**config.mk**
```make
export PLATFORM = sky130hd
export DESIGN_NAME = cam_line_capture_flat
export DESIGN_NICKNAME = d
export VERILOG_FILES = /design/src/rtl/cam_line_capture_if.sv /design/src/rtl/cam_line_capture.sv /design/src/flat_wrapper.sv
export SDC_FILE = /design/constraint.sdc
export NUM_CORES = 1
export LEC_CHECK = 0
export ABC_AREA = 1
export BUFFER_PORTS_ARGS = -buffer_cell sky130_fd_sc_hd__buf_2
export CAP_MARGIN = 10
export CORE_ASPECT_RATIO = 1.2
export CORE_MARGIN = 3
export CORE_UTILIZATION = 56
export CTS_CLUSTER_SIZE = 28
export DETAILED_ROUTE_END_ITERATION = 8
export GPL_TIMING_DRIVEN = 0
export PLACE_DENSITY = 0.75
export SLEW_MARGIN = 20
export SYNTH_ARGS = -nofsm -noshare
export SYNTH_HDL_FRONTEND = slang
export SYNTH_SLANG_ARGS = --single-unit
```
**constraint.sdc**
```tcl
create_clock -name CLK -period 2.7 [get_ports CLK]
set_clock_uncertainty 0.1 [all_clocks]
set_input_delay 0.54 -clock CLK [delete_from_list [all_inputs] [get_ports CLK]]
set_output_delay 0.54 -clock CLK [all_outputs]
set_load 0.01 [all_outputs]
```
**src/rtl/cam_line_capture_if.sv**
```systemverilog
// cam_line_capture_if: camera pins, capture config, pixel stream and status flags
interface cam_line_capture_if #(
  parameter int DATA_W = 8,
  parameter int PIXEL_W = 16,
  parameter int LINE_W = 10
);
  logic p_clk, h_sync, v_sync;
  logic [DATA_W-1:0] i_data;
  logic cfg_swap, cfg_decim;
  logic [PIXEL_W-1:0] o_data;
  logic o_valid, i_ready, o_sof, o_eol;
  logic [LINE_W-1:0] o_line;
  logic o_overflow, o_short_line;
  modport master (
    input p_clk, h_sync, v_sync, i_data, cfg_swap, cfg_decim, i_ready,
    output o_data, o_valid, o_sof, o_eol, o_line, o_overflow, o_short_line
  );
  modport slave (
    output p_clk, h_sync, v_sync, i_data, cfg_swap, cfg_decim, i_ready,
    input o_data, o_valid, o_sof, o_eol, o_line, o_overflow, o_short_line
  );
endinterface

```
**src/rtl/cam_line_capture.sv**
```systemverilog
// cam_line_capture: samples a parallel camera bus, packs bytes into pixels and queues them on a valid/ready stream
module cam_line_capture #(
  parameter int DATA_W = 8,
  parameter int BYTES_PER_PIX = 2,
  parameter int LINE_PIXELS = 640,
  parameter int FIFO_DEPTH = 16,
  parameter int LINE_W = 10
) (
  input logic CLK,
  input logic RST,
  cam_line_capture_if.master bus
);
  localparam int PIXEL_W = DATA_W * BYTES_PER_PIX;
  localparam int PW = $clog2(LINE_PIXELS + 1);
  localparam int AW = $clog2(FIFO_DEPTH);
  localparam int EW = PIXEL_W + LINE_W + 2;
  typedef enum logic {WAIT_FRAME, ACTIVE} state_t;
  state_t state, state_nxt;
  logic [2:0] p_s, h_s, v_s;
  logic [DATA_W-1:0] d_s1, d_s2, d_cur;
  logic p_rise, v_rise, h_fall, h_cur, active;
  logic swap, decim, short_pulse;
  logic [2:0] bcnt;
  logic [PIXEL_W-1:0] pack, pack_nxt, c_data, w_data;
  logic [PW-1:0] pix_cnt;
  logic [LINE_W-1:0] line_cnt, c_line, w_line;
  logic take, done, keep, eol, c_req, c_eol, w_req, w_eol;
  logic [EW-1:0] mem [FIFO_DEPTH];
  logic [AW-1:0] wp, rp;
  logic [AW:0] cnt;
  logic valid, pop, push, sof_armed, overflow;
  always_ff @(posedge CLK)
    if (RST) begin
      p_s <= '0; h_s <= '0; v_s <= '0; d_s1 <= '0; d_s2 <= '0;
      p_rise <= 1'b0; v_rise <= 1'b0; h_fall <= 1'b0; h_cur <= 1'b0; d_cur <= '0;
    end else begin
      p_s <= {p_s[1:0], bus.p_clk};
      h_s <= {h_s[1:0], bus.h_sync};
      v_s <= {v_s[1:0], bus.v_sync};
      d_s1 <= bus.i_data;
      d_s2 <= d_s1;
      p_rise <= p_s[1] & ~p_s[2];
      v_rise <= v_s[1] & ~v_s[2];
      h_fall <= ~h_s[1] & h_s[2];
      h_cur <= h_s[1];
      d_cur <= d_s2;
    end
  always_ff @(posedge CLK) state <= RST ? WAIT_FRAME : state_nxt;
  always_comb state_nxt = v_rise ? ACTIVE : state;
  always_comb active = state == ACTIVE;
  // byte slot depends on arrival order and the byte order latched at frame start
  always_comb begin
    pack_nxt = pack;
    pack_nxt[(swap ? int'(bcnt) : BYTES_PER_PIX - 1 - int'(bcnt)) * DATA_W +: DATA_W] = d_cur;
    take = p_rise & h_cur & active & ~v_rise;
    done = take & (bcnt == 3'(BYTES_PER_PIX - 1));
    keep = done & ~(decim & pix_cnt[0]) & (pix_cnt < PW'(LINE_PIXELS));
    eol = pix_cnt == PW'(decim ? LINE_PIXELS - 2 : LINE_PIXELS - 1);
  end
  always_ff @(posedge CLK)
    if (RST) begin
      swap <= 1'b0; decim <= 1'b0; bcnt <= '0; pack <= '0; pix_cnt <= '0; line_cnt <= '0;
      c_req <= 1'b0; c_eol <= 1'b0; c_data <= '0; c_line <= '0; short_pulse <= 1'b0;
      w_req <= 1'b0; w_eol <= 1'b0; w_data <= '0; w_line <= '0;
    end else begin
      c_req <= keep; c_eol <= eol; c_data <= pack_nxt; c_line <= line_cnt;
      w_req <= c_req; w_eol <= c_eol; w_data <= c_data; w_line <= c_line;
      short_pulse <= h_fall & active & (pix_cnt < PW'(LINE_PIXELS));
      if (v_rise) begin
        swap <= bus.cfg_swap;
        decim <= bus.cfg_decim;
        line_cnt <= '0;
      end else if (h_fall & active) begin
        bcnt <= '0;
        pix_cnt <= '0;
        if (~&line_cnt) line_cnt <= line_cnt + LINE_W'(1);
      end else if (take) begin
        pack <= pack_nxt;
        bcnt <= done ? '0 : bcnt + 3'd1;
        if (done & (pix_cnt < PW'(LINE_PIXELS))) pix_cnt <= pix_cnt + PW'(1);
      end
    end
  always_comb begin
    valid = cnt != '0;
    pop = valid & bus.i_ready;
    push = w_req & ((cnt != (AW+1)'(FIFO_DEPTH)) | pop);
  end
  always_ff @(posedge CLK) if (push) mem[wp] <= {w_data, sof_armed, w_eol, w_line};
  // a dropped pixel leaves sof armed so the frame start survives an overflow
  always_ff @(posedge CLK)
    if (RST) begin
      wp <= '0; rp <= '0; cnt <= '0; sof_armed <= 1'b0; overflow <= 1'b0;
    end else begin
      wp <= wp + AW'(push);
      rp <= rp + AW'(pop);
      cnt <= cnt + (AW+1)'(push) - (AW+1)'(pop);
      sof_armed <= v_rise | (sof_armed & ~push);
      overflow <= ~v_rise & (overflow | (w_req & ~push));
    end
  assign {bus.o_data, bus.o_sof, bus.o_eol, bus.o_line} = valid ? mem[rp] : '0;
  assign bus.o_valid = valid;
  assign bus.o_overflow = overflow;
  assign bus.o_short_line = short_pulse;
endmodule
```
**src/flat_wrapper.sv**
```systemverilog
// flat-port wrapper written by rule: the top's interface ports become plain ports
module cam_line_capture_flat 
#(
  parameter int DATA_W = 8,
  parameter int BYTES_PER_PIX = 2,
  parameter int LINE_PIXELS = 640,
  parameter int FIFO_DEPTH = 16,
  parameter int LINE_W = 10
)
  (CLK, RST, bus_p_clk, bus_h_sync, bus_v_sync, bus_i_data, bus_cfg_swap, bus_cfg_decim, bus_i_ready, bus_o_data, bus_o_valid, bus_o_sof, bus_o_eol, bus_o_line, bus_o_overflow, bus_o_short_line);
  cam_line_capture_if #(.DATA_W(DATA_W), .LINE_W(LINE_W)) bus_i ();
  input logic CLK;
  input logic RST;
  input wire logic [$bits(bus_i.p_clk)-1:0] bus_p_clk;
  input wire logic [$bits(bus_i.h_sync)-1:0] bus_h_sync;
  input wire logic [$bits(bus_i.v_sync)-1:0] bus_v_sync;
  input wire logic [$bits(bus_i.i_data)-1:0] bus_i_data;
  input wire logic [$bits(bus_i.cfg_swap)-1:0] bus_cfg_swap;
  input wire logic [$bits(bus_i.cfg_decim)-1:0] bus_cfg_decim;
  input wire logic [$bits(bus_i.i_ready)-1:0] bus_i_ready;
  output wire logic [$bits(bus_i.o_data)-1:0] bus_o_data;
  output wire logic [$bits(bus_i.o_valid)-1:0] bus_o_valid;
  output wire logic [$bits(bus_i.o_sof)-1:0] bus_o_sof;
  output wire logic [$bits(bus_i.o_eol)-1:0] bus_o_eol;
  output wire logic [$bits(bus_i.o_line)-1:0] bus_o_line;
  output wire logic [$bits(bus_i.o_overflow)-1:0] bus_o_overflow;
  output wire logic [$bits(bus_i.o_short_line)-1:0] bus_o_short_line;
  assign bus_i.p_clk = bus_p_clk;
  assign bus_i.h_sync = bus_h_sync;
  assign bus_i.v_sync = bus_v_sync;
  assign bus_i.i_data = bus_i_data;
  assign bus_i.cfg_swap = bus_cfg_swap;
  assign bus_i.cfg_decim = bus_cfg_decim;
  assign bus_i.i_ready = bus_i_ready;
  assign bus_o_data = bus_i.o_data;
  assign bus_o_valid = bus_i.o_valid;
  assign bus_o_sof = bus_i.o_sof;
  assign bus_o_eol = bus_i.o_eol;
  assign bus_o_line = bus_i.o_line;
  assign bus_o_overflow = bus_i.o_overflow;
  assign bus_o_short_line = bus_i.o_short_line;
  cam_line_capture #(.DATA_W(DATA_W), .BYTES_PER_PIX(BYTES_PER_PIX), .LINE_PIXELS(LINE_PIXELS), .FIFO_DEPTH(FIFO_DEPTH), .LINE_W(LINE_W)) u_core (.CLK(CLK), .RST(RST), .bus(bus_i));
endmodule
```
Word level (Yosys, flattened, before mapping). Memory sizes are Yosys's and may differ from the RTL's. A register that Yosys moved wholly into a read port is not among the register bits. Index checks and enable logic that the tools add are counted.

Add/sub/neg operators: 9. Order comparisons: 1. Eq/ne operators: 3. Shift-type cells: 2. Muxes and demuxes: 13. Bitwise logic cells: 29. Reductions and logical operators: 9.

Operators with widths (count): 32-bit negation with 33-bit output (1); 8-bit by 33-bit variable shift with 16-bit output, first input constant (1); 8-bit by 33-bit indexed part select with 16-bit output (1); 10-bit two-way mux (3); 29-bit two-way mux (1); 28-bit two-way mux (1); 10-bit by 1-bit adder with 10-bit output, second input constant (2); 1-bit AND (18); 16-bit bitwise mux (1); 10-bit equality test (1); 10-bit less-than comparator, second input constant (1); 10-bit AND reduction (1); 3-bit two-way mux (3); 4-bit by 1-bit adder with 4-bit output (2); 1-bit NOT (8); 3-bit AND reduction (2); 5-bit by 1-bit adder with 5-bit output (1); 5-bit != test, second input constant (1); 5-bit nonzero test (1); 5-bit by 1-bit subtractor with 5-bit output (1); 4-bit two-way mux (1); 2-bit AND reduction (2); 2-bit nonzero test (2); 1-bit by 3-bit subtractor with 4-bit output, first input constant (1); 5 further kinds (9).

Bits in registers: 151. Bits in writable memories: 448. Bits of input ports: 16. Output and inout port bits: 31. Word-level logic and storage cells: 98. Memories: 1.

Memories: u_core.mem (depth 16, width 28, read ports 1, clocked after memory_dff 1, wr ports 1, line cam_line_capture.sv:28) `logic [EW-1:0] mem [FIFO_DEPTH];`.

Depth between registers and ports, before layout. Gate-level depths: netlist of run 1.

Depth in word-level cells: 8. Gate-level depth with buffers: 17.

Worst setup path before layout of run 1. OpenSTA, ideal clock, no wires.

Path kind: flip-flop to flip-flop. Start: register u_core.cnt[2]. End: memory u_core.mem[0][0] (netlist bit) (enable). Data arrival time: 2.250 ns. Path slack: -0.063 ns. Stages on the path, launching flop included: 10. Path buffers: 0. Period minus slack after synthesis: 2.763 ns. Path through: dfxtp_1 > inv_1 > ha_1 > nand3_1 > nor3_1 > inv_1 > nand2_1 > inv_1 > nand3_1 > nor2_1.

Word-level cells in the longest chain between the ends: 6.

Ends and longest elaborated chain: start: declaration (line cam_line_capture.sv:30) `logic [AW:0] cnt;`; start signal: assignment (line cam_line_capture.sv:96) `cnt <= cnt + (AW+1)'(push) - (AW+1)'(pop);`; 5-bit nonzero test (line cam_line_capture.sv:84) `valid = cnt != '0;`; 1-bit AND (line cam_line_capture.sv:85) `pop = valid & bus.i_ready;`; 1-bit bitwise OR (*) (line cam_line_capture.sv:86) `push = w_req & ((cnt != (AW+1)'(FIFO_DEPTH)) | pop);`; 1-bit AND (*) (line cam_line_capture.sv:86); 1-bit two-way mux (*) (line cam_line_capture.sv:88) `always_ff @(posedge CLK) if (push) mem[wp] <= {w_data, sof_armed, w_eol, w_line};`; 1-bit two-way mux (not written as such) (*) (line cam_line_capture.sv:88); end: declaration (line cam_line_capture.sv:28).

Every way passes the cells marked *; elsewhere a longest branch is shown, timed or not.

==> reports/results.tsv, run 1 <==
metric	value	unit
status	complete, but fails checks	
failing checks	setup timing	
setup slack after placement	-0.847	ns
critical path class	reg2out	
Post-Route WL	70900	um
antenna-violating nets left	0	
H-tree levels	2	
EDFF count, synth	448	
fin crit period	3.17	ns
Fillers	2607	
fmax	316	MHz
gr usage total	29.4	%
Buffers on Ports	46	
crit path capture type	output port	
WL per Instance	24.3	um
LEAKAGE	10.8	nW
clk sinks	598	
Die ar.	44800	um2
initial antenna violation count	0	
Core Util, Final	70.0	%
max-slew violation count	0	
CTS Root Cell	clkbuf_16	
Rows	81	
HPWL Detailed	42000	um
Synth Register Bits	598	
Antenna Cells	0	
synthesized instance count	2153	
global route overflow	0	
Mapped Area	23700	um2
DR vias/cell	6.09	
DRC	0	
Synth Net Count	2189	
worst skew pair latency	0.60	ns
post-route insts no fill	2913	
Reg area	16500	um2
final setup vio count	28	
RSZ-0062 raised after global routing	yes	
Main synth FF type	edfxtp_1	
Synth-to-Final Area Change	21.9	%
Slowest cell on crit path	dfxtp_4	
normalized max-slew margin	24.2	%
library cells used by synthesis	42	
Crit path arrival time	2.53	ns
Sum Neg Setup Slack	-8.55	ns
core area	41200	um2
CP Launch Type	flop	
Mean Syn Cell Area	11.0	um2
CP max stage delay	0.38	ns
# Max-Cap Violations	0	
Final GP Congestion	0.875	
Nets	2363	
cts hold-fix bufs	0	
Starting Density	57.5	%
Critical Path RT	2.06	ns
total power	25.2	mW
total CTS buffers	55	
fraction of the yosys area taken by sequential cells	69.4	%
Worst Slack Setup Final	-0.468	ns
maximum vdd drop	0.000556	V
drt pass-1 iters	5	
die height	231	um
Hold Vio Cnt, Final	0	
DR vias	17700	
IO Count	47	
TritonCTS clock tree	yes	
Placed Cells	2757	
ys async rst share	0	%
CTS Buffer Depth	3	
area of the multi-input gates	6800	um2
crit-path max FO	10	
Yosys warnings	0	
largest net degree at the start of global routing	21	
Worst-Margin Slew	1.14	ns
PD cells	871	nW/um2
Die Width	194	um
layout cells sized above 1	20.3	%
first-pass GRT wire length	100000	um
Tcrit/Tclk final	117	%
class of the worst hold path	in2reg	
Reg clk slew, reported paths	0.06	ns
vias in the first global route	17000	
initial drt markers	2404	
Critical Path, Cell by Cell	buf_12 > inv_12 > buf_6 > buf_6 > nand2_1 > a21oi_2 > o31ai_2 > a21oi_2 > buf_2	
path summary, 6_finish.rpt:
kind,end,startpoint,depth (start not counted),slack [ns]
worst max register to register,u_core.mem[14][20],u_core.cnt[3],11,0.01
worst min-delay path,u_core.v_s[0],bus_v_sync,3,0.04
worst min register to register,u_core.v_rise,u_core.v_s[2],1,0.29
worst max-delay path,bus_o_line[1],u_core.rp[0],9,-0.47
synth_stat cells (3+ instances only):
| library cell | count | area [um2] |
|---|---|---|
| a21oi_1 | 182 | 911 |
| buf_1 | 6 | 22.5 |
| buf_2 | 46 | 230 |
| buf_4 | 15 | 113 |
| buf_6 | 9 | 101 |
| clkbuf_1 | 39 | 146 |
| dfxtp_1 | 150 | 3000 |
| edfxtp_1 | 448 | 13500 |
| ha_1 | 19 | 238 |
| inv_1 | 138 | 518 |
| inv_2 | 3 | 11.3 |
| nand2_1 | 490 | 1840 |
| nand3_1 | 152 | 761 |
| nand4_1 | 22 | 138 |
| nor2_1 | 241 | 905 |
| nor3_1 | 13 | 65.1 |
| o21a_1 | 16 | 120 |
| o21ai_0 | 73 | 365 |
| o31ai_1 | 56 | 420 |
| xnor2_1 | 3 | 26.3 |
| xor2_1 | 5 | 43.8 |
routing by layer:
| metal | wire (um) | part of all wire [%] | vias up | global-route usage [%] |
|---|---|---|---|---|
| li1 | - | - | 7739 | - |
| met1 | 23900 | 34 | 8294 | 35.4 |
| met2 | 34700 | 49 | 1373 | 50.3 |
| met3 | 7700 | 11 | 328 | 5.13 |
| met4 | 4620 | 6.5 | 0 | 17.1 |
| met5 | 0 | 0 | - | 0 |
registers in the layout, indices dropped and copies added, names as in the netlist, 2 cells and up:
signal and flops:
u_core.bcnt 3, u_core.c_data 16, u_core.c_line 10, u_core.cnt 5
u_core.d_cur 8, u_core.d_s1 8, u_core.d_s2 8, u_core.h_s 2
u_core.line_cnt 10, u_core.mem 448, u_core.p_s 3, u_core.pack 16
u_core.pix_cnt 10, u_core.rp 4, u_core.v_s 3, u_core.w_data 16
u_core.w_line 10, u_core.wp 4
worst max-delay path: cells and delay by family (launching register included):
kind | cells | cell delay, ns
flops | 1 | 0.38
buf+inv | 5 | 0.82
compound gates | 3 | 0.56
simple gates | 1 | 0.13
layout make-up:
class                      count  area share [%]
tap                          539            2.33
clock inverter                34            1.30
inverter                     144            1.92
clock buffer                  70            5.10
timing repair inverter         1          0.0303
buffer                       116            3.87
sequential                   598            57.0
timing repair buffer         116            4.92
multi-input combinational   1295            23.5
per-stage QoR:
stage          hold WS [ns]  cell area (um2)
2_1_floorplan         0.273            23700
3_3_place_gp          0.279            24600
3_5_place_dp          0.285            25200
4_1_cts              0.0312            28200
5_1_grt              0.0509            28900
6_report             0.0435            28900
cell usage in the layout, fill, tap and decap left out, types with 45 or more instances in the layout:
| master | count |
|---|---|
| inv_1 | 131 |
| clkbuf_16 | 60 |
| nor2_1 | 216 |
| dfxtp_1 | 145 |
| a21oi_2 | 45 |
| buf_2 | 57 |
| a21oi_1 | 135 |
| o21ai_0 | 68 |
| nand3_1 | 135 |
| edfxtp_1 | 448 |
| nand2_1 | 455 |
power breakdown:
part	switching (mW)	internal [mW]
Clock	3.40	4.63
Sequential	0.0784	9.83
Combinational	4.49	2.73
Total	7.97	17.2
repair_timing:
action                                  CTS  global route
endpoints found under the setup margin  229           172
gates resized for setup                 234           112
pin swaps                                80            61
gates cloned                              5             4
setup buffers                            26            17
kinds of logic (layout without fill, tap and decap cells):
family | after synthesis | in the layout | share of synthesized area (%)
flops | 598 | 598 | 69.4
simple gates | 932 | 932 | 16.3
xor+xnor | 8 | 8 | 0.296
fa+ha+maj | 20 | 20 | 1.09
compound gates | 335 | 335 | 7.93
buf+inv | 260 | 481 | 4.94
Power figures use the tool's default switching activity.
==> inputs of run 2 (changes only) <==
--- a/config.mk
+++ b/config.mk
@@ -8,14 +8,12 @@
 export ABC_AREA = 1
 export BUFFER_PORTS_ARGS = -buffer_cell sky130_fd_sc_hd__buf_2
 export CAP_MARGIN = 10
-export CORE_ASPECT_RATIO = 1.2
 export CORE_MARGIN = 3
 export CORE_UTILIZATION = 56
-export CTS_CLUSTER_SIZE = 28
+export CTS_CLUSTER_SIZE = 10
 export DETAILED_ROUTE_END_ITERATION = 8
 export GPL_TIMING_DRIVEN = 0
 export PLACE_DENSITY = 0.75
-export SLEW_MARGIN = 20
 export SYNTH_ARGS = -nofsm -noshare
 export SYNTH_HDL_FRONTEND = slang
 export SYNTH_SLANG_ARGS = --single-unit
==> run 2 against run 1 <==
Against the previous run:
- non-clock buffer count is 31 lower
- hold slack better by 0.021 ns
- the run still ends with setup timing left
- highest routed layer unchanged
- register-to-register slack better by 0.05 ns
==> reports/results.tsv, run 2 (synthesis gave the netlist of run 1 again) <==
metric	value	unit
PD cells	876	nW/um2
die height	212	um
Fillers	2779	
WL per Instance	23.1	um
vias in the first global route	17000	
DR vias/cell	5.96	
CP max stage delay	0.36	ns
DRC	0	
Biggest register	u_core.mem	
Post-Route WL	66500	um
maximum vdd drop	0.000506	V
layout cells sized above 1	16.8	%
max-slew violation count	0	
family with the most delay on the worst path	buffers and inverters	
Antenna Cells	0	
core area	41300	um2
antenna-violating nets left	0	
Worst-Margin Slew	0.955	ns
RSZ-0062 raised after global routing	yes	
class of the worst hold path	in2reg	
clk sinks	598	
Starting Density	57.4	%
worst skew pair latency	0.59	ns
global route overflow	0	
failing checks	setup timing	
fmax	325	MHz
Core Util, Final	68.1	%
Critical Path RT	2.06	ns
initial drt markers	2558	
Crit path arrival time	2.44	ns
Hold Vio Cnt, Final	0	
Worst Slack Setup Final	-0.381	ns
Synth-to-Final Area Change	18.7	%
commonest cells after routing, fill and taps aside	nand2_1, edfxtp_1, nor2_1	
largest net degree at the start of global routing	28	
initial antenna violation count	1	
Critical Path, Cell by Cell	buf_12 > clkbuf_16 > buf_8 > nand2_1 > nand3_1 > nand2_1 > a21oi_1 > o31ai_1 > a21oi_1 > buf_4	
Nets	2346	
fin crit period	3.08	ns
DR vias	17200	
Die ar.	44800	um2
crit path capture type	output port	
final setup vio count	28	
normalized max-slew margin	36.3	%
drt pass-1 iters	6	
LEAKAGE	10.5	nW
TritonCTS clock tree	yes	
Buf/Inv on CP	4	
first-pass GRT wire length	98100	um
Final GP Congestion	0.918	
CP Launch Type	flop	
gr usage total	29.3	%
setup slack after placement	-0.837	ns
CTS Root Cell	clkbuf_16	
Slowest cell on crit path	dfxtp_2	
Reg clk slew, reported paths	0.05	ns
total CTS buffers	70	
CTS Buffer Depth	3	
most common cell after layout, fill and taps aside	nand2_1	
Die Width	212	um
critical path class	reg2out	
HPWL Detailed	40400	um
# Max-Cap Violations	0	
crit-path max FO	10	
Buffers on Ports	46	
Rows	74	
Placed Cells	2747	
post-route insts no fill	2877	
Tcrit/Tclk final	114	%
max reg flops	448	
IO Count	47	
H-tree levels	3	
status	complete, but fails checks	
==> run 2: report_power, final <==
part           leakage, nW  switching, mW  total [mW]  internal [mW]
logic                 4.18           4.06        6.27           2.21
clock network        0.962           3.50        8.45           4.95
registers             5.37         0.0745        9.91           9.84
==> run 2: path summary, 6_finish.rpt <==
kind                                           end          start  cells past startpoint  slack, ns
worst min-delay path                 u_core.h_s[0]     bus_h_sync                      3       0.06
worst max-delay path                bus_o_data[14]   u_core.rp[0]                     10      -0.38
worst max register to register  u_core.mem[15][19]  u_core.cnt[1]                      9       0.06
worst min register to register       u_core.v_rise  u_core.v_s[2]                      1       0.29
==> run 2: per-layer routing <==
metal  part of all wire (%)  wire length (um)  GRT usage (%)
met4                    5.3              3510           15.5
met1                     36             23700           36.6
met3                     11              7270           5.53
met5                      0                 0              0
met2                     48             32000           48.9
==> run 2: per-stage QoR <==
stage | setup TNS (ns) | cell area, um2 | hold slack (ns) | total power [mW]
3_5_place_dp | -11.97 | 25100 | 0.280 | 15.1
3_3_place_gp | -677.39 | 24600 | 0.278 | 15.0
5_1_grt | -8.54 | 28100 | 0.0732 | 25.4
6_report | -6.52 | 28100 | 0.0640 | 24.6
2_1_floorplan | -28.26 | 23700 | 0.273 | 13.2
4_1_cts | -6.89 | 27600 | 0.0510 | 23.8
==> run 2: area by class of cell <==
cell class              instances  area, um2  area share [%]
flip-flops and latches        598      16500            58.5
multi-input cells            1295       6570            23.4
clock buffers                 102       1950            6.92
plain buffers                 115        946            3.36
repair buffers                 86        933            3.32
well taps                     532        666            2.37
inverters                     144        551            1.96
clock inverters                 5       43.8           0.156
==> run 2: what timing repair did <==
action / 4_1_cts / 5_1_grt
gates cloned: 0 / 3
buffers inserted: 12 / 9
endpoints found under the setup margin: 199 / 183
resized for setup: 110 / 141
hold buffers: 0 / 0
pin swaps: 14 / 37
endpoints found under the hold margin: 0 / 0
==> run 2: tightest hold or removal path, delay by kind of cell <==
family / cells / cell delay [ns]
buf+inv: 2 / 0.10
simple gates: 1 / 0.07
